`config.mk`:
```
export PLATFORM = sky130hd
export DESIGN_NAME = mem_port_arbiter_flat
export DESIGN_NICKNAME = d
export VERILOG_FILES = /design/src/rtl/mem_port_arbiter_if.sv /design/src/rtl/mem_port_arbiter.sv /design/src/flat_wrapper.sv
export SDC_FILE = /design/constraint.sdc
export NUM_CORES = 1
export LEC_CHECK = 0
export CORE_AREA = 2 2 103 105
export CTS_BUF_LIST = sky130_fd_sc_hd__clkbuf_2 sky130_fd_sc_hd__clkbuf_4 sky130_fd_sc_hd__clkbuf_8
export DETAILED_ROUTE_END_ITERATION = 7
export DIE_AREA = 0 0 105 107
export GPL_TIMING_DRIVEN = 0
export PLACE_DENSITY = 0.95
export SYNTH_ARGS = -nofsm -noshare
export SYNTH_HDL_FRONTEND = slang
export SYNTH_SLANG_ARGS = --single-unit
```
`constraint.sdc`:
```
create_clock -name clk -period 4.8 [get_ports clk]
set_clock_uncertainty 0.05 [all_clocks]
set_input_delay 0.96 -clock clk [delete_from_list [all_inputs] [get_ports clk]]
set_output_delay 0.96 -clock clk [all_outputs]
set_load 0.02 [all_outputs]
```
`src/rtl/mem_port_arbiter_if.sv`:
```
// Bundle of pipeline-side request/response signals and memory-macro signals
// shared by the fetch and data ports of the memory arbiter.
interface mem_port_arbiter_if;
    logic        if_req;
    logic [31:0] if_addr;
    logic [31:0] if_rdata;
    logic        if_ready;
    logic        d_req;
    logic        d_we;
    logic [31:0] d_addr;
    logic [31:0] d_wdata;
    logic [31:0] d_rdata;
    logic        d_ready;
    logic        stall_if;
    logic        stall_mem;
    logic        mem_en;
    logic        mem_we;
    logic [31:0] mem_addr;
    logic [31:0] mem_wdata;
    logic [31:0] mem_rdata;
    logic        arb_busy;

    // Arbiter side: takes requests and memory read data, drives everything else.
    modport slave (
        input  if_req, if_addr, d_req, d_we, d_addr, d_wdata, mem_rdata,
        output if_rdata, if_ready, d_rdata, d_ready, stall_if, stall_mem,
               mem_en, mem_we, mem_addr, mem_wdata, arb_busy
    );

    modport master (
        output if_req, if_addr, d_req, d_we, d_addr, d_wdata, mem_rdata,
        input  if_rdata, if_ready, d_rdata, d_ready, stall_if, stall_mem,
               mem_en, mem_we, mem_addr, mem_wdata, arb_busy
    );
endinterface

```
`src/rtl/mem_port_arbiter.sv`:
```
// Arbitrates the single-ported unified memory between instruction fetch and
// the MEM stage, sequencing each access through a fixed-latency FSM.
module mem_port_arbiter #(
    parameter int MEM_LAT     = 2,
    parameter int MAX_D_BURST = 4
) (
    input  logic              clk,
    input  logic              rst,
    mem_port_arbiter_if.slave bus
);

    typedef enum logic [1:0] {IDLE, ISSUE, WAIT, DONE} state_t;

    localparam logic [3:0] LAT_LOAD   = 4'(MEM_LAT - 1);
    localparam logic [3:0] MAX_STREAK = 4'(MAX_D_BURST);

    state_t      state_q, state_d;
    logic        owner_q, owner_d;
    logic        we_q, we_d;
    logic [3:0]  lat_cnt_q, lat_cnt_d;
    logic [3:0]  d_streak_q, d_streak_d;
    logic [31:0] addr_q, addr_d;
    logic [31:0] wdata_q, wdata_d;
    logic        grant_d;
    logic        done;

    always_ff @(posedge clk or posedge rst) begin
        if (rst) begin
            state_q    <= IDLE;
            owner_q    <= 1'b0;
            we_q       <= 1'b0;
            lat_cnt_q  <= 4'd0;
            d_streak_q <= 4'd0;
            addr_q     <= 32'd0;
            wdata_q    <= 32'd0;
        end else begin
            state_q    <= state_d;
            owner_q    <= owner_d;
            we_q       <= we_d;
            lat_cnt_q  <= lat_cnt_d;
            d_streak_q <= d_streak_d;
            addr_q     <= addr_d;
            wdata_q    <= wdata_d;
        end
    end

    // DATA has priority (older instruction) unless it has starved a waiting fetch.
    assign grant_d = bus.d_req && (!bus.if_req || (d_streak_q != MAX_STREAK));

    always_comb begin
        state_d    = state_q;
        owner_d    = owner_q;
        we_d       = we_q;
        lat_cnt_d  = lat_cnt_q;
        d_streak_d = d_streak_q;
        addr_d     = addr_q;
        wdata_d    = wdata_q;
        case (state_q)
            IDLE: begin
                if (grant_d) begin
                    owner_d = 1'b1;
                    we_d    = bus.d_we;
                    addr_d  = bus.d_addr;
                    wdata_d = bus.d_wdata;
                    state_d = ISSUE;
                    if (!bus.if_req)
                        d_streak_d = 4'd0;
                    else if (d_streak_q != MAX_STREAK)
                        d_streak_d = d_streak_q + 4'd1;
                end else if (bus.if_req) begin
                    owner_d    = 1'b0;
                    we_d       = 1'b0;
                    addr_d     = bus.if_addr;
                    d_streak_d = 4'd0;
                    state_d    = ISSUE;
                end
            end
            ISSUE: begin
                lat_cnt_d = LAT_LOAD;
                state_d   = (MEM_LAT == 1) ? DONE : WAIT;
            end
            WAIT: begin
                lat_cnt_d = lat_cnt_q - 4'd1;
                if (lat_cnt_q <= 4'd1)
                    state_d = DONE;
            end
            DONE: begin
                // Requests are ignored here so the finishing port is not regranted.
                state_d = IDLE;
            end
            default: state_d = IDLE;
        endcase
    end

    assign done          = (state_q == DONE);
    assign bus.if_ready  = done && !owner_q;
    assign bus.d_ready   = done && owner_q;
    assign bus.if_rdata  = bus.if_ready ? bus.mem_rdata : 32'd0;
    assign bus.d_rdata   = bus.d_ready  ? bus.mem_rdata : 32'd0;
    assign bus.stall_if  = bus.if_req && !bus.if_ready && !rst;
    assign bus.stall_mem = bus.d_req  && !bus.d_ready  && !rst;
    assign bus.mem_en    = (state_q == ISSUE);
    assign bus.mem_we    = (state_q == ISSUE) && we_q;
    assign bus.mem_addr  = addr_q;
    assign bus.mem_wdata = wdata_q;
    assign bus.arb_busy  = (state_q != IDLE);

endmodule

```
`src/flat_wrapper.sv`:
```
// flat-port wrapper written by rule: the top's interface ports become plain ports
module mem_port_arbiter_flat 
#(
    parameter int MEM_LAT     = 2,
    parameter int MAX_D_BURST = 4
)
  (clk, rst, bus_if_req, bus_if_addr, bus_d_req, bus_d_we, bus_d_addr, bus_d_wdata, bus_mem_rdata, bus_if_rdata, bus_if_ready, bus_d_rdata, bus_d_ready, bus_stall_if, bus_stall_mem, bus_mem_en, bus_mem_we, bus_mem_addr, bus_mem_wdata, bus_arb_busy);
  mem_port_arbiter_if bus_i ();
  input  logic clk;
  input  logic rst;
  input wire logic [$bits(bus_i.if_req)-1:0] bus_if_req;
  input wire logic [$bits(bus_i.if_addr)-1:0] bus_if_addr;
  input wire logic [$bits(bus_i.d_req)-1:0] bus_d_req;
  input wire logic [$bits(bus_i.d_we)-1:0] bus_d_we;
  input wire logic [$bits(bus_i.d_addr)-1:0] bus_d_addr;
  input wire logic [$bits(bus_i.d_wdata)-1:0] bus_d_wdata;
  input wire logic [$bits(bus_i.mem_rdata)-1:0] bus_mem_rdata;
  output wire logic [$bits(bus_i.if_rdata)-1:0] bus_if_rdata;
  output wire logic [$bits(bus_i.if_ready)-1:0] bus_if_ready;
  output wire logic [$bits(bus_i.d_rdata)-1:0] bus_d_rdata;
  output wire logic [$bits(bus_i.d_ready)-1:0] bus_d_ready;
  output wire logic [$bits(bus_i.stall_if)-1:0] bus_stall_if;
  output wire logic [$bits(bus_i.stall_mem)-1:0] bus_stall_mem;
  output wire logic [$bits(bus_i.mem_en)-1:0] bus_mem_en;
  output wire logic [$bits(bus_i.mem_we)-1:0] bus_mem_we;
  output wire logic [$bits(bus_i.mem_addr)-1:0] bus_mem_addr;
  output wire logic [$bits(bus_i.mem_wdata)-1:0] bus_mem_wdata;
  output wire logic [$bits(bus_i.arb_busy)-1:0] bus_arb_busy;
  assign bus_i.if_req = bus_if_req;
  assign bus_i.if_addr = bus_if_addr;
  assign bus_i.d_req = bus_d_req;
  assign bus_i.d_we = bus_d_we;
  assign bus_i.d_addr = bus_d_addr;
  assign bus_i.d_wdata = bus_d_wdata;
  assign bus_i.mem_rdata = bus_mem_rdata;
  assign bus_if_rdata = bus_i.if_rdata;
  assign bus_if_ready = bus_i.if_ready;
  assign bus_d_rdata = bus_i.d_rdata;
  assign bus_d_ready = bus_i.d_ready;
  assign bus_stall_if = bus_i.stall_if;
  assign bus_stall_mem = bus_i.stall_mem;
  assign bus_mem_en = bus_i.mem_en;
  assign bus_mem_we = bus_i.mem_we;
  assign bus_mem_addr = bus_i.mem_addr;
  assign bus_mem_wdata = bus_i.mem_wdata;
  assign bus_arb_busy = bus_i.arb_busy;
  mem_port_arbiter #(.MEM_LAT(MEM_LAT), .MAX_D_BURST(MAX_D_BURST)) u_core (.clk(clk), .rst(rst), .bus(bus_i));
endmodule
```
==> out/metrics.cfg, run 1 <==
[drt]
drt-total-wl_mm=13.9
routedWlPerCell_um=17.2
dr.pass1.iters=4
viasPerCell=4.93
drc=0
antenna_left=0
drt_iter0_drc=282
vias=3984

[timing]
setup_ws_ns=1.19
setup_viol=0
rsz0062_at_grt=no
timing.fmax_mhz=277
slew_headroom_pct=38.6
tightest_slew_ns=0.921
final-hold-violation-count=0
tns_ns=0
finalCritPeriodShare_pct=75.1
slew_violations=0
layout_min_cycle_time_ns=3.61

[floorplan]
std_cell_rows=37
die_w_um=105
die_area_mm2=0.0112
coreArea_mm2=0.0101
die_y_um=107
start_util_pct=38.5
io_pins=268

[synth]
synthCells=391
synth_edf_count=0
ys_types=31
synth-main-ff-cell=dfrtp_1
async_flop_share_pct=100
synth_seq_cells=76
synth_area_per_cell_um2=9.95
synth_area_mm2=0.00389
syn-num-nets=533
synth_warnings=0
yosysSeqAreaShare_pct=48.9

[finish]
fillerInstances=777
layout_commonest_cell=clkdlybuf4s50_1
syn_to_final_growth_pct=78.3
antenna_cells=0
fin_nets=810
layout_common_cells=clkdlybuf4s50_1 (266), dfrtp_1 (76), a21oi_1 (65)
drive_gt1_share_pct=8.78
post_layout_nonfiller_instances=808

[clock_network]
post_cts_buffers=0
cts.clk_slew.worst_paths_ns=0.07
clock_sinks=76
cts.htree.levels=3
cts_tree=yes
clockBufferDepth=2
postCtsResizedCells=0
clockRootBuffer=clkbuf_8
clock_latency_ns=0.35
cts_buffers=9
hold_buffers=0

[setup_path]
arrival_ns=2.60
cpMaxStageDelayCell=clkdlybuf4s50_1
crit_path_end_kind=primary output
cp_cell_sequence=ha_1 -> nor2b_1 -> clkbuf_1 -> and2_1 -> clkdlybuf4s50_1
startpoint_type=flop
r2r_slack_ns=2.70
critPathBufInv=2
critical_path.max_stage_delay_ns=0.61
cp_top_family=buffers and inverters
worstPathRequired_ns=3.79
criticalPathCategory=reg2out
crit_path_max_fanout=10

[power]
powerDensity_mw_per_mm2=601
ir_drop_uv=389
p_leak_nw=3.00

[job]
max-cap-violations=0

[outcome]
status=finished, final reports clean

[global_routing]
gr-usage-all-layers_pct=24.4
grt_pass1_wl_mm=21.6
grt-ovfl-total=0
grt_pass1_vias=4139
antenna_found_initial=0
grt_max_degree=77

[min_path]
min_path_type=reg2reg

[placement]
port_buffers=266
hpwl_mm=11.1
pre_cts_slack_ns=1.32
place_congestion=0.954
dpl.cell_count=793

==> cell families after synthesis <==
group,synth area share (%)
simple gates,20.3
fa+ha+maj,2.90
flops,48.9
mux,12.3
buf+inv,4.44
compound gates,11.2
==> per-layer routing <==
layer	share of wire (%)	GRT usage [%]	routed length (um)	vias to the layer above
met5	0	0	0	-
li1	-	-	-	1885
met1	39	28.7	5480	1912
met4	1.9	6.67	260	0
met2	52	43.6	7240	164
met3	6.7	6.75	927	23
==> worst register-to-register path, cell delays in order, from the launching register on <==
cell and delay (ns):
dfrtp_1 0.41, inv_1 0.12, ha_1 0.25, inv_1 0.11, nor2_1 0.41, clkbuf_1 0.42
nor2_1 0.08, a21oi_1 0.17
==> cells in the mapped netlist, types with 3 or more instances <==
cell type   n  area share, %
ha_1        9            2.9
o21ai_0     7           0.90
mux2_2      5            1.4
nor2_1     36            3.5
and3_1     33            5.3
buf_2       6           0.77
dfrtp_1    76             49
nor3b_1     3           0.58
mux2_4     28             11
and2_1     35            5.6
nand3_1     3           0.39
clkbuf_1   16            1.5
a21oi_1    65            8.4
inv_1       9           0.87
nand2_1    38            3.7
buf_6       4            1.2
==> per-stage QoR <==
stage	instance area, um2	hold WS (ns)	power, mW	utilization, %
floorplan	3890	0.407	2.48	-
global placement	6720	0.428	3.54	66.6
detailed placement	6720	0.448	3.65	66.6
CTS	6940	0.471	4.20	68.7
global route	6940	0.478	4.40	68.7
finish	6940	0.463	4.17	68.7
==> state kept, by name (all words and copies together), names as in the netlist <==
register	flops
u_core.owner_q	1
u_core.state_q	2
u_core.we_q	1
u_core.lat_cnt_q	4
u_core.d_streak_q	4
u_core.bus.mem_addr	32
u_core.bus.mem_wdata	32
==> where the power goes <==
part	switching [mW]	internal (mW)	leakage [nW]
Clock	0.238	0.291	0.109
Sequential	0.204	0.955	0.886
Combinational	1.24	1.24	2.01
Total	1.68	2.49	3.00
==> final timing paths <==
kind | to | cells after the start | start
setup / recovery | bus_if_rdata[14] | 5 | u_core.state_q[0]
hold / removal | u_core.we_q | 1 | u_core.we_q
setup reg to reg | u_core.bus.mem_addr[17] | 7 | u_core.state_q[1]
hold reg to reg | u_core.we_q | 1 | u_core.we_q
max in group asynchronous | u_core.bus.mem_wdata[7] | 2 | rst
min in group asynchronous | u_core.state_q[0] | 2 | rst
==> layout make-up <==
class	instances	area (um2)	share of cell area (%)
sequential	76	1900	27.4
inverter	9	36.3	0.523
multi-input combinational	279	1810	26.2
clock inverter	6	87.6	1.26
clock buffer	9	124	1.79
buffer	27	139	2.00
tap	136	170	2.45
timing repair buffer	266	2660	38.4
Power figures use the tool's default switching activity.
==> inputs of run 2 (changes only) <==
CORE_AREA = default   (was 2 2 103 105)
CORE_MARGIN = 1   (was default)
CORE_UTILIZATION = 33   (was default)
DIE_AREA = default   (was 0 0 105 107)
PLACE_DENSITY = 0.91   (was 0.95)
clock period = 2.9 ns   (was 4.8 ns; I/O delays follow)
==> run 2 against run 1 <==
Net effect: global-route usage down 3.0 points; critical path type unchanged; design area up 2.1%; first-iteration DRC count is 25% lower; total power increased by 67%; die area grew 8.8%; critical path depth shrank 1; routed wire length is 3.1% lower; register-to-register slack worse by 2.0 ns.
==> out/metrics.cfg, run 2 (synthesis results as in run 1) <==
[timing]
slew_headroom_pct=57.6
rsz0062_at_grt=no
setup_ws_ns=0.128
final-hold-violation-count=0
tightest_slew_ns=0.632
setup_viol=0
timing.fmax_mhz=361
slew_violations=0
layout_min_cycle_time_ns=2.77
finalCritPeriodShare_pct=95.6

[drt]
viasPerCell=4.84
antenna_left=0
vias=3958
drt_iter0_drc=212
routedWlPerCell_um=16.5
drc=0
dr.pass1.iters=5
drt-total-wl_mm=13.5

[global_routing]
grt_pass1_wl_mm=21.2
grt_max_degree=76
gr-usage-all-layers_pct=21.4
antenna_found_initial=0
grt_pass1_vias=4121
grt-ovfl-total=0

[clock_network]
clock_latency_ns=0.33
cts.htree.levels=3
clockBufferDepth=2
hold_buffers=0
post_cts_buffers=0
clockRootBuffer=clkbuf_8
cts.clk_slew.worst_paths_ns=0.08
cts_tree=yes
clock_sinks=76
cts_buffers=9

[finish]
finalInstanceArea_mm2=0.00708
layout_common_cells=clkdlybuf4s50_1 (237), dfrtp_1 (76), a21oi_1 (65)
fillerInstances=958
fin_nets=811
antenna_cells=0
layout_commonest_cell=clkdlybuf4s50_1
syn_to_final_growth_pct=82.2
drive_gt1_share_pct=10.1

[power]
ir_drop_uv=598
p_leak_nw=3.53
powerDensity_mw_per_mm2=985
power_mw=6.98

[floorplan]
start_util_pct=33.9
die_area_mm2=0.0122
die_w_um=111
io_pins=268
die_y_um=111
std_cell_rows=39
coreArea_mm2=0.0115

[setup_path]
criticalPathCategory=reg2out
crit_path_end_kind=primary output
crit_path_max_fanout=10
arrival_ns=2.14
startpoint_type=flop
worstPathRequired_ns=2.27

[job]
max-cap-violations=0

[outcome]
status=finished, final reports clean

[placement]
place_congestion=0.942
hpwl_mm=10.4
placed_area_mm2=0.00676
port_buffers=266
pre_cts_slack_ns=0.0311

[min_path]
min_path_type=reg2reg

[run 2: cell type report]
class | instances | area [um2] | share of cell area, %
Clock buffer | 10 | 131 | 1.85
Clock inverter | 6 | 111 | 1.57
Sequential cell | 76 | 1900 | 26.8
Timing Repair Buffer | 267 | 2760 | 38.9
Inverter | 9 | 36.3 | 0.512
Multi-Input combinational cell | 279 | 1820 | 25.8
Buffer | 27 | 145 | 2.05
Tap cell | 143 | 179 | 2.53
[run 2: power by group]
part	switching, mW	leakage [nW]	internal [mW]
sequential	0.333	0.886	1.58
clock	0.390	0.120	0.583
combinational	2.04	2.52	2.05
[run 2: worst paths after layout]
kind                                   start                       to  slack (ns)  cells past startpoint
max                        u_core.state_q[0]           bus_d_rdata[3]        0.13                      4
max reg2reg                u_core.state_q[0]  u_core.bus.mem_addr[19]        0.73                      7
min                              u_core.we_q              u_core.we_q        0.45                      1
min in group asynchronous                rst           u_core.owner_q        0.46                      2
min reg2reg                      u_core.we_q              u_core.we_q        0.45                      1
max in group asynchronous                rst  u_core.bus.mem_wdata[5]        1.78                      3
[run 2: what timing repair did]
action | CTS | global route
gates resized for setup | 8 | 34
pin swaps | 0 | 0
endpoints found under the setup margin | 30 | 40
[run 2: critical path, cell delays in order, from the launching register on]
cell             delay, ns
dfrtp_1               0.41
ha_2                  0.26
clkbuf_1              0.30
and3_1                0.21
clkdlybuf4s50_1       0.62
[run 2: per-layer routing]
metal	GRT usage (%)	part of all wire [%]
met5	0	0
met4	4.98	0.71
met3	4.50	6.1
met2	37.5	52
met1	26.8	41
[run 2: stage by stage]
step | cells | utilization, % | setup TNS, ns | hold slack, ns
after detailed placement | 801 | 59.0 | 0 | 0.437
after global routing | 817 | 61.8 | 0 | 0.438
final | 817 | 61.8 | 0 | 0.452
after floorplan | 391 | - | 0 | 0.407
after global placement | 800 | 58.7 | -66.18 | 0.430
after CTS | 817 | 61.2 | 0 | 0.436
